<file path="src/rtl/ball_renderer.sv">
// Ball renderer: takes a ball position from the physics block, erases the
// previously drawn square and then draws the new one, one pixel per clock,
// on the VGA adapter plot port. Pixels that fall off screen are suppressed
// (plot low) but still take their cycle, so every update has a fixed length.
module ball_renderer #(
   parameter int         BALL_SIZE = 4,
   parameter int         X_MAX     = 319,
   parameter int         Y_MAX     = 239,
   parameter logic [2:0] FG_COLOUR = 3'b111,
   parameter logic [2:0] BG_COLOUR = 3'b000
) (
   input  logic       clock_i,
   input  logic       reset_i,
   input  logic       set_i,
   input  logic [8:0] x_i,
   input  logic [7:0] y_i,
   output logic       ready_o,
   output logic [8:0] vga_x_o,
   output logic [7:0] vga_y_o,
   output logic [2:0] vga_colour_o,
   output logic       plot_o,
   output logic       done_o
);

   typedef enum logic [1:0] {
      IDLE,
      ERASE,
      DRAW,
      DONE
   } state_t;

   state_t      state_q;
   logic [8:0]  prevX_q;
   logic [7:0]  prevY_q;
   logic [8:0]  nxtX_q;
   logic [7:0]  nxtY_q;
   logic        havePrev_q;
   logic [4:0]  dx_q;
   logic [4:0]  dy_q;

   logic [8:0]  baseX_d;
   logic [7:0]  baseY_d;
   logic [9:0]  sumX_d;
   logic [8:0]  sumY_d;
   logic        inside_d;
   logic        lastCol_d;
   logic        lastRow_d;

   // Pixel address for the current sweep position: the erase pass walks the
   // old square, every other state walks the newly latched one. Sums are one
   // bit wider than the screen coordinates so off-screen pixels can be seen.
   always_comb begin
      baseX_d   = (state_q == ERASE) ? prevX_q : nxtX_q;
      baseY_d   = (state_q == ERASE) ? prevY_q : nxtY_q;
      sumX_d    = {1'b0, baseX_d} + {5'b0_0000, dx_q};
      sumY_d    = {1'b0, baseY_d} + {4'b0000, dy_q};
      inside_d  = (sumX_d <= 10'(X_MAX)) && (sumY_d <= 9'(Y_MAX));
      lastCol_d = (dx_q == 5'(BALL_SIZE - 1));
      lastRow_d = (dy_q == 5'(BALL_SIZE - 1));
   end

   // Physics may only hand over a new position while we are idle.
   assign ready_o = (state_q == IDLE);

   // Update sequencer: latch position, erase old square, draw new square,
   // pulse done and remember the square just drawn for the next erase.
   always_ff @(posedge clock_i or posedge reset_i) begin
      if (reset_i) begin
         state_q      <= IDLE;
         prevX_q      <= '0;
         prevY_q      <= '0;
         nxtX_q       <= '0;
         nxtY_q       <= '0;
         havePrev_q   <= 1'b0;
         dx_q         <= '0;
         dy_q         <= '0;
         vga_x_o      <= '0;
         vga_y_o      <= '0;
         vga_colour_o <= '0;
         plot_o       <= 1'b0;
         done_o       <= 1'b0;
      end else begin
         plot_o <= 1'b0;
         done_o <= 1'b0;
         case (state_q)
            IDLE: begin
               if (set_i) begin
                  nxtX_q  <= x_i;
                  nxtY_q  <= y_i;
                  dx_q    <= '0;
                  dy_q    <= '0;
                  state_q <= havePrev_q ? ERASE : DRAW;
               end
            end
            ERASE, DRAW: begin
               vga_x_o      <= sumX_d[8:0];
               vga_y_o      <= sumY_d[7:0];
               vga_colour_o <= (state_q == ERASE) ? BG_COLOUR : FG_COLOUR;
               plot_o       <= inside_d;
               if (lastCol_d) begin
                  dx_q <= '0;
                  if (lastRow_d) begin
                     dy_q    <= '0;
                     state_q <= (state_q == ERASE) ? DRAW : DONE;
                  end else begin
                     dy_q <= dy_q + 5'd1;
                  end
               end else begin
                  dx_q <= dx_q + 5'd1;
               end
            end
            DONE: begin
               done_o     <= 1'b1;
               prevX_q    <= nxtX_q;
               prevY_q    <= nxtY_q;
               havePrev_q <= 1'b1;
               state_q    <= IDLE;
            end
            default: begin
               state_q <= IDLE;
            end
         endcase
      end
   end

endmodule
</file>
<file path="config.mk">
export PLATFORM = sky130hd
export DESIGN_NAME = ball_renderer
export DESIGN_NICKNAME = d
export VERILOG_FILES = /design/src/rtl/ball_renderer.sv
export SDC_FILE = /design/constraint.sdc
export NUM_CORES = 1
export LEC_CHECK = 0
export ABC_AREA = 0
export CAP_MARGIN = 10
export CORE_ASPECT_RATIO = 1.5
export CORE_MARGIN = 3
export CORE_UTILIZATION = 38
export DETAILED_ROUTE_END_ITERATION = 10
export GPL_TIMING_DRIVEN = 0
export SLEW_MARGIN = 25
export SYNTH_ARGS = -nofsm -noshare
export SYNTH_HDL_FRONTEND = slang
export SYNTH_SLANG_ARGS = --single-unit
</file>
<file path="constraint.sdc">
create_clock -name clock_i -period 3.75 [get_ports clock_i]
set_clock_uncertainty 0.2 [all_clocks]
set_input_delay 0.5625 -clock clock_i [delete_from_list [all_inputs] [get_ports clock_i]]
set_output_delay 0.5625 -clock clock_i [all_outputs]
set_load 0.05 [all_outputs]
</file>
==> metrics.txt, run 1 <==
outcome finished, final reports clean; Slew @ Worst Pin about 0.64 ns; Worst-Skew Late Latency about 0.33 ns; DR top layer met4; die extent in y roughly 120 microns; hold buffer count at cts 0; Crit path required time ~3.8 ns; Synth Instances 288; port bufs 42; max_cap viols 0; area of the multi-input gates 1700 sq um; Leakage 0.00184 uW; IO Count 43; Post-CTS Setup Repair Bufs 0; Final Critical Period 3.64 ns; Int Pwr between 2000 and 3000 uW; Num CTS Buffers 9; CP max FO 10; Post-Route WL between 7000 and 8000 microns; asr flop ratio synth 1.00; DPL Wire Length between 5000 and 6000 microns; top-area cell type share of the netlist area 0.486; Remaining DRCs 0; die footprint around 10000 sq um; root buf cell clkbuf_16; number of nets in the layout approximately 380; slowest stage cell, crit path fa_1; Seq/Total Area, Yosys 0.486; Hold Crit Class reg2reg; critical-path cell list inv_1 -> ha_4 -> buf_6 -> clkbuf_8 -> mux2_2 -> ha_2 -> inv_1 -> fa_1 -> nor2b_2 -> o31a_1 -> o21bai_1 -> or3b_1 -> a211o_1 -> a41oi_1; top post-synthesis cells by area dfrtp_1 (49%), mux2_2 (18%), ha_1 (6.2%); clock power share 0.186; routed vias between 2000 and 2500; initial antenna violation count 0; final setup TNS 0 ns; Core Region roughly 9000 sq um; Starting Density 0.391; Yosys top cell by area dfrtp_1; first-pass GRT wire length 12400 microns; Logic pwr share 0.532; Max Freq around 270 MHz; Hold Vio Cnt, Final 0; period utilisation layout 0.971; register area 1680 sq um; vias per inst roughly 5.2; Crit Path Class reg2reg; power share of the sequential group 0.282; CTS H-tree lvls 3; GR Util All Layers 0.156; met1 wire length about 3000 microns; Final Instance Area approximately 4400 sq um; slowest cell delay on critical path 0.42 ns; vias in the first global route ~2600; worst vdd rail ir drop just under 0.7 mV; crit path buf inv count 4; Slew Limit Fails 0; endpoint class of the critical path register; #FFs+latches synth 67; # clock sinks 67; FP Rows 42; Post-DRT Antenna Nets 0; met3 wire len a little under 200 microns; Worst Setup Start Kind register; routed length per instance 15.8 microns; starting DRC count in detailed routing 104; post-synthesis cell area approximately 3500 sq um; cell mode on critical path inv_1; reg-to-reg setup timing slack about 0.11 ns; Avg Synthesized Cell Area about 12 sq um; switching share of power 0.411; net switching power 1950 uW; clock-pin slew on the worst setup and hold paths ~0.050 ns; worst-case clock buffer depth 2; CP top delay family adder cells; Synth Flop Type dfrtp_1; number of iterations in the first detailed-routing pass 4; Setup-failing EPs final 0; CTS tree yes; Post-synth top cells dfrtp_1 (67), mux2_2 (56), ha_1 (17); pwr/cell area around 1100 nW/um^2; Layout area overhead 26.9%; yosys warns 0; WP data arrival 3.68 ns; most common cell in the netlist dfrtp_1; GP Congestion between 0.7 and 0.8; # diodes 0; Die X about 84 microns; grt ovf 0; synth unique cells 42; syn_nets about 330; pin count of the biggest net entering global routing 45; layout cells sized above 1 0.245; Post-synth EDFFs 0; Slew headroom 0.570; routed length on met2 about 3900 microns; filler instances about 800; post_cts resized 5; placed inst area slightly above 4000 sq um
[flip-flops by register name, indices dropped and copies added (netlist names)]
register,cells
prevY_q,8
nxtY_q,8
state_q,2
dy_q,5
dx_q,5
prevX_q,9
plot_o,1
havePrev_q,1
vga_x_o,9
vga_colour_o,1
nxtX_q,9
vga_y_o,8
done_o,1
[cell families after synthesis]
kind of cell,Yosys count,synth area share
AOI/OAI and AO/OA,59,0.118
xor gates and xnor gates,12,0.0304
adders and majority gates,19,0.0732
buffers and inverters,22,0.0272
DFF,67,0.486
muxes,62,0.200
and+or+nand+nor,47,0.0656
[path summary, 6_finish.rpt]
kind / startpoint / endpoint / depth (start not counted)
min in group asynchronous: reset_i / prevY_q[5] / 2
setup reg to reg: state_q[1] / plot_o / 14
hold / removal: vga_x_o[3] / vga_x_o[3] / 1
max in group asynchronous: reset_i / prevX_q[3] / 3
setup / recovery: state_q[1] / plot_o / 14
hold reg to reg: vga_x_o[3] / vga_x_o[3] / 1
[worst reg2reg max path, delay by kind of cell, from the launching register on]
kind                       cells  cell delay (ns)
muxes                          1             0.17
buffers and inverters          4             0.56
AOI/OAI and AO/OA              4             0.81
DFF                            1             0.41
and+or+nand+nor                2             0.59
adders and majority gates      3             0.82
[power by group through the flow]
| stage | clock network [uW] | logic (uW) | registers [uW] |
|---|---|---|---|
| floorplan | 0 | 1530 | 1640 |
| global placement | 0 | 2470 | 1330 |
| detailed placement | 0 | 2510 | 1350 |
| CTS | 904 | 2550 | 1340 |
| global route | 934 | 2770 | 1390 |
| finish | 882 | 2520 | 1340 |
[final cells by class]
class,instances,area share
well taps,110,0.0314
clock buffers,11,0.0531
flip-flops and latches,67,0.383
clock inverters,5,0.0177
repair buffers,43,0.102
plain buffers,11,0.0151
multi-input cells,199,0.388
inverters,11,0.00999
[metrics by stage]
step / setup WS [ns] / power, uW / util / hold slack (ns) / cells
after global routing: -0.0113 / 5090 / 0.496 / 0.311 / 457
after CTS: 0.00307 / 4790 / 0.495 / 0.296 / 457
after floorplan: 0.218 / 3170 / - / 0.264 / 288
after detailed placement: -0.554 / 3860 / 0.458 / 0.281 / 441
final: 0.110 / 4740 / 0.496 / 0.287 / 457
after global placement: -0.594 / 3800 / 0.454 / 0.275 / 440
[cells in the final DEF (no fill, tap or decap), types with 2 or more instances in the layout]
cell type        instances
dfrtp_1                 67
mux2_2                  56
clkdlybuf4s50_1         42
ha_1                    15
o21ai_0                 14
nor2_1                  12
nand2_1                 11
xnor2_1                 10
clkbuf_1                 9
inv_1                    9
clkbuf_16                9
a21oi_1                  8
nor3_1                   7
a211oi_1                 6
a21o_1                   6
mux2i_1                  6
nand3_1                  5
nor2b_1                  4
nand2b_1                 3
o21bai_1                 3
a31oi_1                  3
o31ai_1                  2
o21a_1                   2
xor2_1                   2
a21boi_0                 2
or2_2                    2
fa_1                     2
buf_4                    2
bufinv_16                2
clkinv_2                 2
[metal layers]
metal	global-route usage	up-vias
met5	0	-
met4	0.0724	0
met3	0.0336	15
met2	0.278	34
met1	0.178	1178
li1	-	1141
No activity file was read; power rests on OpenSTA's default activity.
==> inputs of run 2 (changes only) <==
Clock period 3.75 ns to 3.4 ns, I/O delays scaled along.
==> metrics.txt, run 2 (same netlist as run 1, synthesis figures left out) <==
Worst Setup Start Kind register; clock-pin slew on the worst setup and hold paths 0.06 ns (about the same); number of nets in the layout 385 (+1.0%); filler instances 796 (-1.4%); Die X 83.8 microns (unchanged); capturing point of the worst reg2reg path plot_o; port bufs 42 (unchanged); Num CTS Buffers 9 (unchanged); first-pass GRT wire length 11900 microns (-4.2%); hold_sp vga_x_o[1]; Remaining DRCs 0 (unchanged); CTS tree yes; outcome finished, final reports clean; grt ovf 0 (unchanged); Slew Limit Fails 0 (unchanged); vias per inst 5.16 (-0.49%); Core Region 8830 sq um (unchanged); CTS H-tree lvls 3 (unchanged); FP Rows 42 (unchanged); commonest cells after routing, fill and taps aside dfrtp_1 (66), mux2_2 (56), clkdlybuf4s50_1 (42); routed vias 2377 (+0.38%); routed length per instance 15.6 microns (-1.4%); Hold Vio Cnt, Final 0 (unchanged); Starting Density 0.391 (unchanged); # clock sinks 67 (unchanged); vias in the first global route 2447 (-4.5%); worst r2r src state_q[1]; Worst-Skew Late Latency 0.34 ns (about the same); pin count of the biggest net entering global routing 45 (unchanged); hold_ws 0.283 ns (-0.00417 ns); Slew @ Worst Pin 0.684 ns (+0.0397 ns); commonest non-fill, non-tap cell in the layout dfrtp_1; Final Util 0.509 (+0.0129); starting DRC count in detailed routing 73 (-30%); GR Util All Layers 0.152 (-0.00366); number of iterations in the first detailed-routing pass 4 (unchanged); endpoint class of the critical path register; worst vdd rail ir drop 0.563 mV (-17%); period utilisation layout 0.971 (about the same); pwr/cell area 1210 nW/um^2 (+11%); WP data arrival 3.36 ns (-0.32 ns); Leakage 0.00189 uW (+2.7%); CP max FO 10 (unchanged); RSZ-0062 raised after global routing true; Crit Path Class reg2reg; Setup-failing EPs final 0 (unchanged); Post-Route WL 7200 microns (-0.53%); die extent in y 123 microns (unchanged); DPL Wire Length 5230 microns (-0.99%); max_cap viols 0 (unchanged); worst-case clock buffer depth 2 (unchanged); Post-DRT Antenna Nets 0 (unchanged); Final Critical Period 3.30 ns (-0.337 ns); Slew headroom 0.544 (-0.0264); placed inst area 4040 sq um (about the same); layout cells sized above 1 0.268 (+0.0228); Crit path required time 3.45 ns (-0.34 ns); Hold Path End vga_x_o[1]; # diodes 0 (unchanged); reg-to-reg setup timing slack 0.1 ns (about the same); die footprint 10300 sq um (unchanged); GP Congestion 0.839 (+5.4%); Final Instance Area 4500 sq um (+2.6%); Layout area overhead 30.2%; initial antenna violation count 0 (unchanged); IO Count 43 (unchanged); Max Freq 303 MHz (+10%); Hold Path Stages 2 (+1); total power 5420 uW (+14%); root buf cell clkbuf_16; worst r2r path cells 14 (unchanged); Regs by FF count nxtX_q x9, prevX_q x9, vga_x_o x9; Hold Crit Class reg2reg
## run 2: cell count changes in the layout (fill, tap and decap cells not counted), sizes merged
cell	previous run	this run
buf	4	8
clkbuf	19	20
clkinv	3	2
bufinv	2	3
clkinvlp	1	0
## run 2: critical path, stage by stage (launching register included)
cell and delay, ns:
dfrtp_1 0.37, inv_1 0.09, ha_4 0.20, buf_8 0.15
clkbuf_16 0.17, mux2_2 0.25, ha_4 0.15, inv_1 0.06
fa_2 0.35, nor2b_2 0.14, o31a_1 0.16, o21bai_2 0.10
or3b_1 0.38, a211o_1 0.30, a41oi_1 0.15
## run 2: area by class of cell
cell class              instances  area, sq um  area share
well taps                     110          138      0.0306
flip-flops and latches         67         1680       0.373
repair buffers                 47          478       0.106
plain buffers                  11         81.3      0.0181
clock buffers                  12          267      0.0593
multi-input cells             199         1720       0.382
clock inverters                 4         95.1      0.0211
inverters                      11         43.8     0.00974
## run 2: how the worst max path moves through the flow
stage	startpoint	to	slack, ns	depth (start not counted)
after floorplan	state_q[1]	plot_o	0.02	14
after global placement	state_q[1]	plot_o	-0.56	14
after detailed placement	state_q[1]	plot_o	-0.57	14
after CTS	state_q[1]	plot_o	0.02	14
after global routing	state_q[1]	plot_o	-0.04	14
final	state_q[1]	plot_o	0.1	14
## run 2: report_power, final
group	total (uW)	switching (uW)	leakage (uW)	internal, uW
Sequential	1480	284	0.000808	1200
Combinational	2830	1530	0.000906	1300
Clock	1110	337	0.000179	774
## run 2: through the flow
step	setup WS, ns	TNS (ns)	instances
after floorplan	0.0247	0	288
after detailed placement	-0.566	-1.84	441
after global routing	-0.0381	-0.0381	461
final	0.0972	0	461
after global placement	-0.561	-14.10	440
after CTS	0.0223	0	459
## run 2: what timing repair did
| item | CTS | global route |
|---|---|---|
| resized for setup | 12 | 3 |
| gates cloned | 0 | 0 |
| hold buffers | 0 | 0 |
| pin swaps | 1 | 2 |
| endpoints found under the setup margin | 7 | 2 |
| setup buffers | 2 | 2 |
## run 2: layer usage
layer | GRT usage | vias up | share of wire | wire length, microns
met5 | 0 | - | 0 | 0
met3 | 0.0463 | 14 | 0.030 | 218
met1 | 0.169 | 1166 | 0.42 | 3020
met4 | 0.0755 | 0 | 0.027 | 195
met2 | 0.265 | 36 | 0.52 | 3770
li1 | - | 1161 | - | -
==> inputs of run 3 (changes only) <==
Settings changed: CTS_CLUSTER_DIAMETER from default to 150.
==> results of run 3 <==
Final layout, timing and power as in run 2 (identical DEF).
